[src/rtl/maze_pkg.sv]
// Shared definitions for the maze pixel renderer.
// Contents: grid geometry, colour constants, the player-marker inset, a
// cell-coordinate struct, the per-pixel pipeline record, and helpers that map
// a (row, col) pair to a wall-map index and range-check a cell.
package maze_pkg;

  localparam int COLS       = 20;
  localparam int ROWS       = 15;
  localparam int CELLS      = COLS * ROWS;
  localparam int CELL_SHIFT = 5;
  localparam int ADDR_W     = 9;

  localparam logic [11:0] WALL   = 12'h000;
  localparam logic [11:0] PATH   = 12'hFFF;
  localparam logic [11:0] PLAYER = 12'hF00;
  localparam logic [11:0] GOAL   = 12'h0F0;
  localparam logic [11:0] BLANK  = 12'h000;

  // The player is drawn as a square inset 4 px from each edge of its cell.
  localparam logic [4:0] MARK_LO = 5'd4;
  localparam logic [4:0] MARK_HI = 5'd27;

  typedef struct packed {
    logic [4:0] x;
    logic [3:0] y;
  } cell_t;

  localparam cell_t PLAYER_RST = '{x: 5'd0,  y: 4'd0};
  localparam cell_t GOAL_RST   = '{x: 5'd19, y: 4'd14};

  // One pixel as it travels through the pipeline.
  typedef struct packed {
    logic [4:0] col;
    logic [3:0] row;
    logic [4:0] ox;
    logic [4:0] oy;
    logic       bright;
    logic       hsync;
    logic       vsync;
  } pix_t;

  function automatic logic [ADDR_W-1:0] cell_index(input logic [3:0] row,
                                                  input logic [4:0] col);
    return ADDR_W'(int'(row) * COLS + int'(col));
  endfunction

  function automatic logic cell_in_range(input cell_t c);
    return (int'(c.x) < COLS) && (int'(c.y) < ROWS);
  endfunction

endpackage

[src/rtl/maze_pixel_renderer_if.sv]
// Bundle of the renderer's video timing inputs, map/position update strobes
// and pixel outputs.
// master: the side that drives timing and updates (timing generator / game
//         logic) and consumes rgb, delayed syncs and at_goal.
// slave : the renderer itself.
interface maze_pixel_renderer_if;

  logic [9:0]  hc;
  logic [9:0]  vc;
  logic        bright;
  logic        hsync;
  logic        vsync;

  logic        wall_we;
  logic [8:0]  wall_addr;
  logic        wall_data;

  logic        pos_we;
  logic [4:0]  player_x;
  logic [3:0]  player_y;
  logic [4:0]  goal_x;
  logic [3:0]  goal_y;

  logic [11:0] rgb;
  logic        hsync_o;
  logic        vsync_o;
  logic        bright_o;
  logic        at_goal;

  modport master (
    output hc, vc, bright, hsync, vsync,
    output wall_we, wall_addr, wall_data,
    output pos_we, player_x, player_y, goal_x, goal_y,
    input  rgb, hsync_o, vsync_o, bright_o, at_goal
  );

  modport slave (
    input  hc, vc, bright, hsync, vsync,
    input  wall_we, wall_addr, wall_data,
    input  pos_we, player_x, player_y, goal_x, goal_y,
    output rgb, hsync_o, vsync_o, bright_o, at_goal
  );

endinterface

[src/rtl/maze_wall_ram.sv]
// 300 x 1 wall map: one bit per cell, 1 = wall.
// Ports: clk, reset (sync, active-high), we/wr_addr/wr_data (synchronous
// write, addresses >= 300 ignored), rd_addr/rd_data (registered read, one
// cycle latency; addresses >= 300 read as 0).
module maze_wall_ram
  import maze_pkg::*;
(
  input  logic              clk,
  input  logic              reset,
  input  logic              we,
  input  logic [ADDR_W-1:0] wr_addr,
  input  logic              wr_data,
  input  logic [ADDR_W-1:0] rd_addr,
  output logic              rd_data
);

  logic [CELLS-1:0] mem;

  // NOTE: the map must read all-clear right after reset, so it is a flop
  // vector cleared in the reset branch rather than an unresettable RAM macro.
  always_ff @(posedge clk) begin
    if (reset) begin
      mem     <= '0;
      rd_data <= 1'b0;
    end else begin
      if (we && int'(wr_addr) < CELLS) mem[wr_addr] <= wr_data;
      rd_data <= (int'(rd_addr) < CELLS) ? mem[rd_addr] : 1'b0;
    end
  end

endmodule

[src/rtl/maze_pixel_renderer.sv]
// Maze pixel renderer: turns VGA hc/vc into a colour from the wall map, the
// player cell and the goal cell, through a 3-stage pipeline.
// Ports: clk (pixel clock), reset (sync, active-high), bus (slave modport:
// hc/vc/bright/hsync/vsync in, wall and position update strobes in,
// rgb/hsync_o/vsync_o/bright_o/at_goal out, all aligned 3 cycles late).
module maze_pixel_renderer #(
  parameter int H_OFFSET   = 144,
  parameter int V_OFFSET   = 35,
  parameter int CELL_SHIFT = maze_pkg::CELL_SHIFT
) (
  input logic                  clk,
  input logic                  reset,
  maze_pixel_renderer_if.slave bus
);

  import maze_pkg::ADDR_W, maze_pkg::cell_t, maze_pkg::pix_t;
  import maze_pkg::cell_index, maze_pkg::cell_in_range;
  import maze_pkg::WALL, maze_pkg::PATH, maze_pkg::PLAYER, maze_pkg::GOAL;
  import maze_pkg::BLANK, maze_pkg::MARK_LO, maze_pkg::MARK_HI;
  import maze_pkg::PLAYER_RST, maze_pkg::GOAL_RST;

  localparam logic [9:0] OFS_MASK = 10'((1 << CELL_SHIFT) - 1);

  logic [9:0]  px, py;
  pix_t        s1, s2;
  logic        wall_bit;
  cell_t       new_player, new_goal;
  cell_t       sh_player, sh_goal, disp_player, disp_goal;
  logic        frame_start, pos_ok;
  logic        player_hit, goal_hit, in_mark;
  logic [11:0] rgb_next;

  // Stage 1: screen coordinates relative to the visible origin.
  assign px = bus.hc - 10'(H_OFFSET);
  assign py = bus.vc - 10'(V_OFFSET);

  always_ff @(posedge clk) begin
    if (reset) begin
      s1 <= '0;
      s2 <= '0;
    end else begin
      s1.col    <= 5'(px >> CELL_SHIFT);
      s1.row    <= 4'(py >> CELL_SHIFT);
      s1.ox     <= 5'(px & OFS_MASK);
      s1.oy     <= 5'(py & OFS_MASK);
      s1.bright <= bus.bright;
      s1.hsync  <= bus.hsync;
      s1.vsync  <= bus.vsync;
      s2        <= s1;
    end
  end

  // Stage 2: the registered read lands alongside s2.
  maze_wall_ram u_wall_ram (
    .clk     (clk),
    .reset   (reset),
    .we      (bus.wall_we),
    .wr_addr (ADDR_W'(bus.wall_addr)),
    .wr_data (bus.wall_data),
    .rd_addr (cell_index(s1.row, s1.col)),
    .rd_data (wall_bit)
  );

  // Double-buffered player/goal: updates land in the shadow copy and are
  // only shown from the next frame start, so a frame never tears.
  assign new_player  = '{x: bus.player_x, y: bus.player_y};
  assign new_goal    = '{x: bus.goal_x,   y: bus.goal_y};
  assign pos_ok      = cell_in_range(new_player) && cell_in_range(new_goal);
  assign frame_start = (bus.hc == 10'd0) && (bus.vc == 10'd0);

  // NOTE: non-blocking updates mean a shadow load and a frame-start copy in
  // the same cycle hand the displayed registers the old shadow value.
  always_ff @(posedge clk) begin
    if (reset) begin
      sh_player   <= PLAYER_RST;
      sh_goal     <= GOAL_RST;
      disp_player <= PLAYER_RST;
      disp_goal   <= GOAL_RST;
      bus.at_goal <= 1'b0;
    end else begin
      if (bus.pos_we && pos_ok) begin
        sh_player <= new_player;
        sh_goal   <= new_goal;
      end
      if (frame_start) begin
        disp_player <= sh_player;
        disp_goal   <= sh_goal;
        bus.at_goal <= (sh_player == sh_goal);
      end else begin
        bus.at_goal <= (disp_player == disp_goal);
      end
    end
  end

  // Stage 3: colour priority.
  assign player_hit = (s2.col == disp_player.x) && (s2.row == disp_player.y);
  assign goal_hit   = (s2.col == disp_goal.x)   && (s2.row == disp_goal.y);
  assign in_mark    = (s2.ox >= MARK_LO) && (s2.ox <= MARK_HI) &&
                      (s2.oy >= MARK_LO) && (s2.oy <= MARK_HI);

  // NOTE: rgb_next gets a default first so no path can infer a latch.
  always_comb begin
    rgb_next = BLANK;
    if (!s2.bright)              rgb_next = BLANK;
    else if (player_hit && in_mark) rgb_next = PLAYER;
    else if (goal_hit)           rgb_next = GOAL;
    else if (wall_bit)           rgb_next = WALL;
    else                         rgb_next = PATH;
  end

  always_ff @(posedge clk) begin
    if (reset) begin
      bus.rgb      <= BLANK;
      bus.hsync_o  <= 1'b0;
      bus.vsync_o  <= 1'b0;
      bus.bright_o <= 1'b0;
    end else begin
      bus.rgb      <= rgb_next;
      bus.hsync_o  <= s2.hsync;
      bus.vsync_o  <= s2.vsync;
      bus.bright_o <= s2.bright;
    end
  end

endmodule
[src/flat_wrapper.sv]
// flat-port wrapper written by rule: the top's interface ports become plain ports
module maze_pixel_renderer_flat import maze_pkg::ADDR_W, maze_pkg::cell_t, maze_pkg::pix_t; import maze_pkg::cell_index, maze_pkg::cell_in_range; import maze_pkg::WALL, maze_pkg::PATH, maze_pkg::PLAYER, maze_pkg::GOAL; import maze_pkg::BLANK, maze_pkg::MARK_LO, maze_pkg::MARK_HI; import maze_pkg::PLAYER_RST, maze_pkg::GOAL_RST;
#(
  parameter int H_OFFSET   = 144,
  parameter int V_OFFSET   = 35,
  parameter int CELL_SHIFT = maze_pkg::CELL_SHIFT
)
  (clk, reset, bus_hc, bus_vc, bus_bright, bus_hsync, bus_vsync, bus_wall_we, bus_wall_addr, bus_wall_data, bus_pos_we, bus_player_x, bus_player_y, bus_goal_x, bus_goal_y, bus_rgb, bus_hsync_o, bus_vsync_o, bus_bright_o, bus_at_goal);
  maze_pixel_renderer_if bus_i ();
  input logic clk;
  input logic reset;
  input wire logic [$bits(bus_i.hc)-1:0] bus_hc;
  input wire logic [$bits(bus_i.vc)-1:0] bus_vc;
  input wire logic [$bits(bus_i.bright)-1:0] bus_bright;
  input wire logic [$bits(bus_i.hsync)-1:0] bus_hsync;
  input wire logic [$bits(bus_i.vsync)-1:0] bus_vsync;
  input wire logic [$bits(bus_i.wall_we)-1:0] bus_wall_we;
  input wire logic [$bits(bus_i.wall_addr)-1:0] bus_wall_addr;
  input wire logic [$bits(bus_i.wall_data)-1:0] bus_wall_data;
  input wire logic [$bits(bus_i.pos_we)-1:0] bus_pos_we;
  input wire logic [$bits(bus_i.player_x)-1:0] bus_player_x;
  input wire logic [$bits(bus_i.player_y)-1:0] bus_player_y;
  input wire logic [$bits(bus_i.goal_x)-1:0] bus_goal_x;
  input wire logic [$bits(bus_i.goal_y)-1:0] bus_goal_y;
  output wire logic [$bits(bus_i.rgb)-1:0] bus_rgb;
  output wire logic [$bits(bus_i.hsync_o)-1:0] bus_hsync_o;
  output wire logic [$bits(bus_i.vsync_o)-1:0] bus_vsync_o;
  output wire logic [$bits(bus_i.bright_o)-1:0] bus_bright_o;
  output wire logic [$bits(bus_i.at_goal)-1:0] bus_at_goal;
  assign bus_i.hc = bus_hc;
  assign bus_i.vc = bus_vc;
  assign bus_i.bright = bus_bright;
  assign bus_i.hsync = bus_hsync;
  assign bus_i.vsync = bus_vsync;
  assign bus_i.wall_we = bus_wall_we;
  assign bus_i.wall_addr = bus_wall_addr;
  assign bus_i.wall_data = bus_wall_data;
  assign bus_i.pos_we = bus_pos_we;
  assign bus_i.player_x = bus_player_x;
  assign bus_i.player_y = bus_player_y;
  assign bus_i.goal_x = bus_goal_x;
  assign bus_i.goal_y = bus_goal_y;
  assign bus_rgb = bus_i.rgb;
  assign bus_hsync_o = bus_i.hsync_o;
  assign bus_vsync_o = bus_i.vsync_o;
  assign bus_bright_o = bus_i.bright_o;
  assign bus_at_goal = bus_i.at_goal;
  maze_pixel_renderer #(.H_OFFSET(H_OFFSET), .V_OFFSET(V_OFFSET), .CELL_SHIFT(CELL_SHIFT)) u_core (.clk(clk), .reset(reset), .bus(bus_i));
endmodule
[config.mk]
export PLATFORM = sky130hd
export DESIGN_NAME = maze_pixel_renderer_flat
export DESIGN_NICKNAME = d
export VERILOG_FILES = /design/src/rtl/maze_pkg.sv /design/src/rtl/maze_pixel_renderer_if.sv /design/src/rtl/maze_wall_ram.sv /design/src/rtl/maze_pixel_renderer.sv /design/src/flat_wrapper.sv
export SDC_FILE = /design/constraint.sdc
export NUM_CORES = 1
export LEC_CHECK = 0
export CORE_UTILIZATION = 25
export DETAILED_ROUTE_END_ITERATION = 7
export DONT_BUFFER_PORTS = 1
export GPL_ROUTABILITY_DRIVEN = 1
export PLACE_DENSITY = 0.49
export SLEW_MARGIN = 20
export SYNTH_ARGS = -nofsm -noshare
export SYNTH_HDL_FRONTEND = slang
export SYNTH_SLANG_ARGS = --single-unit
[constraint.sdc]
create_clock -name clk -period 3.39 [get_ports clk]
set_input_delay 0.1695 -clock clk [delete_from_list [all_inputs] [get_ports clk]]
set_output_delay 0.1695 -clock clk [all_outputs]
set_load 0.005 [all_outputs]
After elaboration in Yosys (flattened, before gate mapping)

Cells that the tools add are included.

Bits in registers: 397
Logic and storage cells: 84

Bitwise gates (word level): 2
Multiply operators: 1
Magnitude comparators: 13
Add/subtract/negate cells: 3
Mux-type cells: 9
Reduce and logical (&&, ||, !) cells: 19
Equal/unequal tests: 6

Operator list:

| kind                                                                                 | count |
|---|---|
| 300-bit bitwise mux                                                                  | 1 |
| 12-bit 2-to-1 mux                                                                    | 3 |
| 10-bit logical NOT                                                                   | 2 |
| 9-bit by 10-bit < comparator with 1-bit output (second input constant)               | 2 |
| 9-bit == test                                                                        | 2 |
| 9-bit < comparator (second input constant)                                           | 2 |
| 1-bit logical AND                                                                    | 13 |
| 5-bit == test                                                                        | 2 |
| 5-bit by 3-bit greater-or-equal comparator with 1-bit output (second input constant) | 2 |
| 5-bit <= comparator (second input constant)                                          | 2 |
| 5-bit < comparator (second input constant)                                           | 2 |
| 10-bit by 8-bit subtractor with 10-bit output (second input constant)                | 1 |
| 9-bit by 6-bit adder with 9-bit output                                               | 1 |
| 1-bit binary-select mux with 9-bit select                                            | 1 |
| 1-bit demux with 9-bit select                                                        | 1 |
| 9-bit by 1-bit greater-or-equal comparator with 1-bit output (second input constant) | 1 |
| 9-bit by 6-bit subtractor with 9-bit output (second input constant)                  | 1 |
| 4-bit == test                                                                        | 2 |
| 4-bit < comparator (second input constant)                                           | 2 |
| 4-bit by 3-bit multiplier with 7-bit output (second input constant)                  | 1 |
| 2-bit OR reduction                                                                   | 2 |
| 4-bit OR reduction                                                                   | 1 |
| 1-bit 2-to-1 mux                                                                     | 3 |
| 3-bit OR reduction                                                                   | 1 |
| 1-bit inverter                                                                       | 2 |

Depth between registers and ports, before layout

Gate-level depths: netlist of run 1.

Word-level depth: 6
Depth in mapped cells: 12
Gate-level depth less buffers: 11

Modules after synthesis

From an unflattened synthesis of run 1, not the netlist that was laid out.

Cells, all modules: 2019
Area, all modules: 17830.9 um^2

By module, submodules not included:

| module              | seq. area each (um^2) | cells each | instances | area an instance (um^2) |
|---|---|---|---|---|
| maze_wall_ram       | 6025.8                | 1664       | 1         | 14337.5 |
| maze_pixel_renderer | 1581.5                | 355        | 1         | 3493.4 |

Worst setup path before layout of run 1

OpenSTA, ideal clock, no wires.

Path type: flip-flop to flip-flop
Start point: register u_core.s1[16] (netlist bit)
End point: register u_core.u_wall_ram.rd_data
Setup slack: 667 ps
Arrival: 2632 ps
Stages on the path, launching flop included: 9
Period minus slack after synthesis: 2723 ps
Cell sequence: dfxtp_1 -> ha_1 -> ha_1 -> inv_1 -> fa_1 -> xnor2_1 -> nand3_1 -> o311a_1 -> a311oi_1

Longest elaborated chain between the ends: 5
Elaborated cells between the ends (all ways): 7
Those cells by class: 1 x add/sub; 1 x mul; 1 x order compare; 2 x mux; 1 x bitwise; 1 x reduce/logical

Ends and longest elaborated chain:

| item                                                                                              | RTL line                  | text |
|---|---|---|
| start: declaration                                                                                | maze_pixel_renderer.sv:25 | `pix_t s1, s2;` |
| 4-bit by 3-bit multiplier with 7-bit output (*)                                                   | maze_pkg.sv:44            | `return ADDR_W'(int'(row) * COLS + int'(col));` |
| 9-bit by 6-bit adder with 9-bit output (*)                                                        | maze_pkg.sv:44            |  |
| parallel branches: the longest is 3 deep, another holds 1-bit binary-select mux with 9-bit select | -                         |  |
| end signal: assignment                                                                            | maze_wall_ram.sv:27       | `rd_data <= (int'(rd_addr) < CELLS) ? mem[rd_addr] : 1'b0;` |
| end: declaration                                                                                  | maze_wall_ram.sv:14       | `output logic rd_data` |

Mark *: on every way between the ends. The select of a mux whose other input is x is not followed.
A chain may end at the register's enable or synchronous reset.

Worst setup path in the final report of run 1

Start point: register u_core.s1[13] (netlist bit)
End point: register u_core.u_wall_ram.rd_data

Same word-level chain as after synthesis.

==> impl_results.md, run 1 <==
* Max Cap Viol at 0
* Post-route DRC at 0
* HP Class: input pin to register
* Detailed placement HPWL at between 30000 and 40000 microns
* Ys async rst share at 0%
* Mapped Nets at approximately 2100
* Total design power at roughly 0.010 W
* Post-synth top area cell: dfxtp_1
* Average size of a mapped cell at around 8.9 sq um
* Final setup viols at 0
* Dpl cells at ~2800
* Static Leak at between 7 and 8 nW
* Setup Skew at roughly 0.011 ns
* Via Count at 16800
* Wire length per cell at 22.2 microns
* Critical path fanouts, max at 17
* Top cells by area, synth: dfxtp_1 (43%), a21oi_1 (8.9%), nand3_1 (8.9%)
* First-pass GRT wire length at approximately 100000 microns
* Max Clock Freq at ~320 MHz
* Hold_ws at approximately 0.026 ns
* Cell Area, Synth at 17800 sq um
* Core area at 70300 sq um
* Share of cells above drive strength 1 at around 10%
* # port buffers at 0
* Commonest cells in the synthesized netlist: dfxtp_1 (380), a21oi_1 (318), nand3_1 (317)
* Drt pass-1 iters at 5
* Distinct cells, synth at 62
* Number of synthesized flops with an enable pin at 0
* Site row count at between 90 and 100
* Syn Inst Count at between 2000 and 2500
* WP data arrival at between 3 and 4 ns
* # diodes at 0
* Fin. Hold Viols at 0
* CTS tree: yes
* H-tree Lvls at 2
* Initial antenna violation count at 0
* Post-CTS setup buffers at 0
* RSZ-0062 raised after global routing: false
* Setup TNS after final layout at 0 ns
* DRT antenna net count at 0
* Slew Limit Fails at 0
* I/O pins at 71
* Period utilization at between 90% and 100%
* Register area share after synthesis at a little over two fifths
* Avg Vias per Cell at 5.42
* Vias in the first global route at 16500
* Max clock buf depth at 3
* Initial Util at around 25%
* Total routed wirelength at a little under 70000 microns
* Slew headroom at 24.4%
* Final #Nets at about 2200
* Yosys warns at 0
* Flops & latches, synth at 380
* CP required at 3.85 ns
* Area share of the largest cell type after synthesis at 42.7%
* Die span in y at 269 microns
* Layout Cells excl Fill at between 3000 and 4000
* Grt total ovfl at 0
* GR Util All Layers at between 10% and 20%
* Startpoint Class: register
* Fillers at about 7200
* Final GP Congestion at a little under 0.9
* Status: completed
* Die width at 269 microns
* Drt first-iter violations at 1599
* Final min period at 3.15 ns
* Setup CP Type: register to register
* Largest net degree at the start of global routing at 196
* Maximum vdd ir drop at about 0.00032 V
* Most frequent cell after synthesis: dfxtp_1
* Area Overhead vs Synth at 24.9%
* Root buffer cell: clkbuf_16
* CTS Buf Count at between 40 and 50
* CP endpoint kind: register
* Clock Latency Late Sink at ~0.57 ns
* CTS sink cnt at between 300 and 400
* Clk pin slew, worst setup/hold paths at around 0.060 ns
* Post-synth top flop: dfxtp_1
* Power Dens Cells at roughly 460 nW/um^2
* Measured slew at the worst slew-check pin at ~1.1 ns
* Die ar. at approximately 72000 sq um
## layout make-up
type	count	area, sq um	area share [%]
Multi-Input combinational cell	1417	9320	41.8
Sequential cell	380	7610	34.2
Timing Repair Buffer	274	2690	12.1
Clock buffer	68	1300	5.85
Tap cell	940	1180	5.28
Clock inverter	10	110	0.494
Inverter	18	67.6	0.303
## metal layers
layer  up-vias  track usage [%]  routed length, microns
met1      8362             24.8                   29700
met4         0             6.60                    2230
met5         -                0                       0
met3       133             3.42                    5280
li1       7596                -                       -
met2       758             30.5                   31900
## cell usage in the layout, fill, tap and decap left out, drive strengths merged, types with 17 or more instances in the layout
cell type,netlist,routed
a211o,17,17
a21oi,318,318
buf,63,66
clkbuf,136,68
dfxtp,380,380
dlygate4sd3,0,208
inv,17,19
mux2i,54,54
mux4,63,63
nand2,43,43
nand3,317,317
nor2,74,74
nor2b,41,41
nor3,21,21
o21ai,308,308
xnor2,26,26
xor2,27,27
## registers in the layout (all words and copies together) (netlist names)
register / cells
u_core.u_wall_ram.mem: 300
u_core.s1: 18
u_core.s2: 18
u_core.disp_goal: 9
u_core.disp_player: 9
u_core.sh_goal: 9
u_core.sh_player: 9
u_core.bus.rgb: 3
u_core.bus.at_goal: 1
u_core.bus.bright_o: 1
u_core.bus.hsync_o: 1
u_core.bus.vsync_o: 1
u_core.u_wall_ram.rd_data: 1
## cells by family (layout without fill, tap and decap cells)
group / Yosys count / after routing / synth area share [%]
xor gates and xnor gates: 53 / 53 / 2.60
and+or+nand+nor: 540 / 540 / 15.8
muxes: 127 / 127 / 12.0
AOI/OAI and AO/OA: 684 / 684 / 20.4
adders and majority gates: 13 / 13 / 0.996
buffers and inverters: 217 / 370 / 5.58
DFF: 380 / 380 / 42.7
## report_power, final
group / total [W] / switching, W / internal [W]
clock network: 0.00473 / 0.00194 / 0.00279
logic: 0.000839 / 0.000509 / 0.000330
registers: 0.00457 / 0.0000636 / 0.00451
total: 0.0101 / 0.00251 / 0.00763
## stage by stage
step | utilization (%) | instance area, sq um | setup WS (ns)
floorplan | - | 17800 | 0.667
global placement | 26.6 | 18700 | 0.273
detailed placement | 26.6 | 18700 | 0.203
CTS | 31.7 | 22300 | 0.160
global route | 31.7 | 22300 | 0.0374
finish | 31.7 | 22300 | 0.245
## worst paths after layout
path                            start                                       to  slack [ns]  depth (start not counted)
max          u_core.s1[13]$_SDFF_PP0_     u_core.u_wall_ram.rd_data$_SDFF_PP0_        0.24                         11
min                  bus_wall_addr[4]  u_core.u_wall_ram.mem[198]$_SDFFE_PP0P_        0.03                          4
max reg2reg  u_core.s1[13]$_SDFF_PP0_     u_core.u_wall_ram.rd_data$_SDFF_PP0_        0.24                         11
min reg2reg   u_core.s2[1]$_SDFF_PP0_            u_core.bus.hsync_o$_SDFF_PP0_        0.44                          1
## critical path, cell delays in order (launching register included)
cell      delay (ns)
dfxtp_1         0.38
ha_1            0.19
inv_1           0.05
fa_1            0.69
buf_4           0.33
nor2b_2         0.35
a22oi_1         0.15
nand3b_1        0.11
a21boi_1        0.07
nor4b_1         0.37
nor4_2          0.10
a311oi_1        0.25
## timing repair
item | CTS | global route
gates resized for setup | 0 | 4
endpoints found under the hold margin | 380 | 0
setup endpoints to repair | 0 | 1
hold buffers | 210 | 0
No activity file was read; power rests on OpenSTA's default activity.
==> run 2, diff against run 1 <==
- CELL_PAD_IN_SITES_DETAIL_PLACEMENT: default -> 1
- CELL_PAD_IN_SITES_GLOBAL_PLACEMENT: default -> 1
- PLACE_DENSITY: 0.49 -> 0.57
- SKIP_LAST_GASP: default -> 1
==> impl_results.md, run 2 (synthesized netlist as in run 1, its figures left out) <==
* Drt pass-1 iters at 5
* Critical R2R Launch: u_core.s1[16]$_SDFF_PP0_
* Setup TNS after final layout at 0 ns
* I/O pins at a little over 70
* Setup Skew at about 0.022 ns
* Measured slew at the worst slew-check pin at 1.16 ns
* WP data arrival at approximately 3.6 ns
* # resized after CTS at 0
* Detailed placement HPWL at 43600 microns
* Post-CTS setup buffers at 0
* Slew Limit Fails at 0
* Static Leak at about 7.6 nW
* Layout Utilization at 31.7%
* Wire length per cell at 24.6 microns
* Largest regs: u_core.u_wall_ram.mem (300), u_core.s1 (18), u_core.s2 (18)
* Fin. Hold Viols at 0
* Drt first-iter violations at ~1400
* Hold_ws at approximately 0.027 ns
* Final setup viols at 0
* Largest reg by FF count: u_core.u_wall_ram.mem
* Root buffer cell: clkbuf_16
* # diodes at 0
* Total routed wirelength at around 77000 microns
* Avg Vias per Cell at roughly 5.5
* Critical path fanouts, max at 5
* Slew headroom at a little under a quarter
* CTS tree: yes
* Clk pin slew, worst setup/hold paths at roughly 0.06 ns
* Power Dens Cells at about 450 nW/um^2
* Die ar. at between 70000 and 80000 sq um
* DRT antenna net count at 0
* Initial Util at between 20% and 30%
* Critical path destination: u_core.u_wall_ram.rd_data$_SDFF_PP0_
* Commonest non-fill, non-tap cell in the layout: dfxtp_1
* HP Class: input pin to register
* H-tree Lvls at 2
* Clock Latency Late Sink at a little under 0.6 ns
* Worst R2R Path Depth at 11
* Core area at 70300 sq um
* Site row count at 97
* Final #Nets at about 2200
* Share of cells above drive strength 1 at just under 10%
* Setup CP Type: register to register
* Via Count at approximately 17000
* CP endpoint kind: register
* Grt total ovfl at 0
* Crit path from: u_core.s1[16]$_SDFF_PP0_
* Die width at ~270 microns
* Die span in y at between 200 and 300 microns
* Hold buffers post-CTS at about 210
* Vias in the first global route at between 15000 and 20000
* R2R Path End: u_core.u_wall_ram.rd_data$_SDFF_PP0_
* CTS Buf Count at 43
* First-pass GRT wire length at approximately 110000 microns
* Maximum vdd ir drop at between 0.0003 and 0.0004 V
* Post-route DRC at 0
* Final min period at approximately 3.2 ns
* Max Cap Viol at 0
* Total design power at 0.00993 W
* Max reg flops at 300
* CP required at just under 4 ns
* GR Util All Layers at between 20% and 30%
* # port buffers at 0
* Max clock buf depth at 3
* Status: completed
* Initial antenna violation count at 1
* Most frequent cells in the layout: dfxtp_1 (378), a21oi_1 (318), nand3_1 (317)
* RSZ-0062 raised after global routing: false
* Largest net degree at the start of global routing at 195
* Max Clock Freq at ~320 MHz
* Period utilization at between 90% and 100%
* Final GP Congestion at between 0.8 and 0.9
* R2R setup slack at 0.24 ns
* CTS sink cnt at 380
* Startpoint Class: register
* Area Overhead vs Synth at 24.9%
[run 2: cell types whose count changed in the layout (fill, tap and decap cells not counted), sizes merged]
cell / before / now
bufinv: 2 / 0
buf: 66 / 72
clkinvlp: 1 / 0
inv: 19 / 18
clkbuf: 68 / 67
dlygate4sd3: 208 / 211
[run 2: critical path, stage by stage, from the launching register on]
cell	delay [ns]
dfxtp_1	0.42
ha_1	0.27
ha_1	0.21
inv_1	0.07
fa_1	0.47
and3b_1	0.24
a32oi_1	0.07
xnor2_1	0.44
nand2_1	0.15
nor4_1	0.37
nor4_2	0.09
a311oi_1	0.26
[run 2: layout make-up]
cell class / instances / area [sq um]
Sequential cell: 380 / 7610
Timing Repair Buffer: 283 / 2830
Inverter: 18 / 67.6
Tap cell: 940 / 1180
Clock inverter: 6 / 33.8
Multi-Input combinational cell: 1417 / 9300
Fill cell: 8044 / 48000
Clock buffer: 67 / 1260
[run 2: where the power goes]
| part | switching [W] | total, W | internal, W |
|---|---|---|---|
| Clock | 0.00196 | 0.00448 | 0.00253 |
| Combinational | 0.000539 | 0.000876 | 0.000338 |
| Sequential | 0.0000620 | 0.00457 | 0.00451 |
[run 2: how the worst min path moves through the flow]
stage,from,to,slack [ns],depth (start not counted)
global placement,bus_hc[4],u_core.s1[12]$_SDFF_PP0_,0.24,1
CTS,bus_wall_addr[5],u_core.u_wall_ram.mem[65]$_SDFFE_PP0P_,0.003,4
floorplan,bus_hc[4],u_core.s1[12]$_SDFF_PP0_,0.24,1
finish,bus_wall_addr[1],u_core.u_wall_ram.mem[128]$_SDFFE_PP0P_,0.03,4
global route,bus_wall_addr[1],u_core.u_wall_ram.mem[128]$_SDFFE_PP0P_,0.04,4
detailed placement,bus_hc[4],u_core.s1[12]$_SDFF_PP0_,0.24,1
[run 2: layer usage]
| layer | wire [microns] | vias up | global-route usage (%) | share of wire, % |
|---|---|---|---|---|
| li1 | - | 7597 | - | - |
| met1 | 32900 | 8803 | 26.9 | 43 |
| met2 | 36600 | 551 | 35.2 | 48 |
| met3 | 4580 | 144 | 3.19 | 6.0 |
| met4 | 2450 | 0 | 7.16 | 3.2 |
| met5 | 0 | - | 0 | 0 |
[run 2: metrics by stage]
| step | setup WS, ns | instance area, sq um | std cells |
|---|---|---|---|
| 4_1_cts | 0.277 | 22300 | 3111 |
| 2_1_floorplan | 0.667 | 17800 | 2014 |
| 3_3_place_gp | 0.307 | 18800 | 2825 |
| 5_1_grt | 0.00575 | 22300 | 3111 |
| 3_5_place_dp | 0.302 | 18800 | 2825 |
| 6_report | 0.236 | 22300 | 3111 |
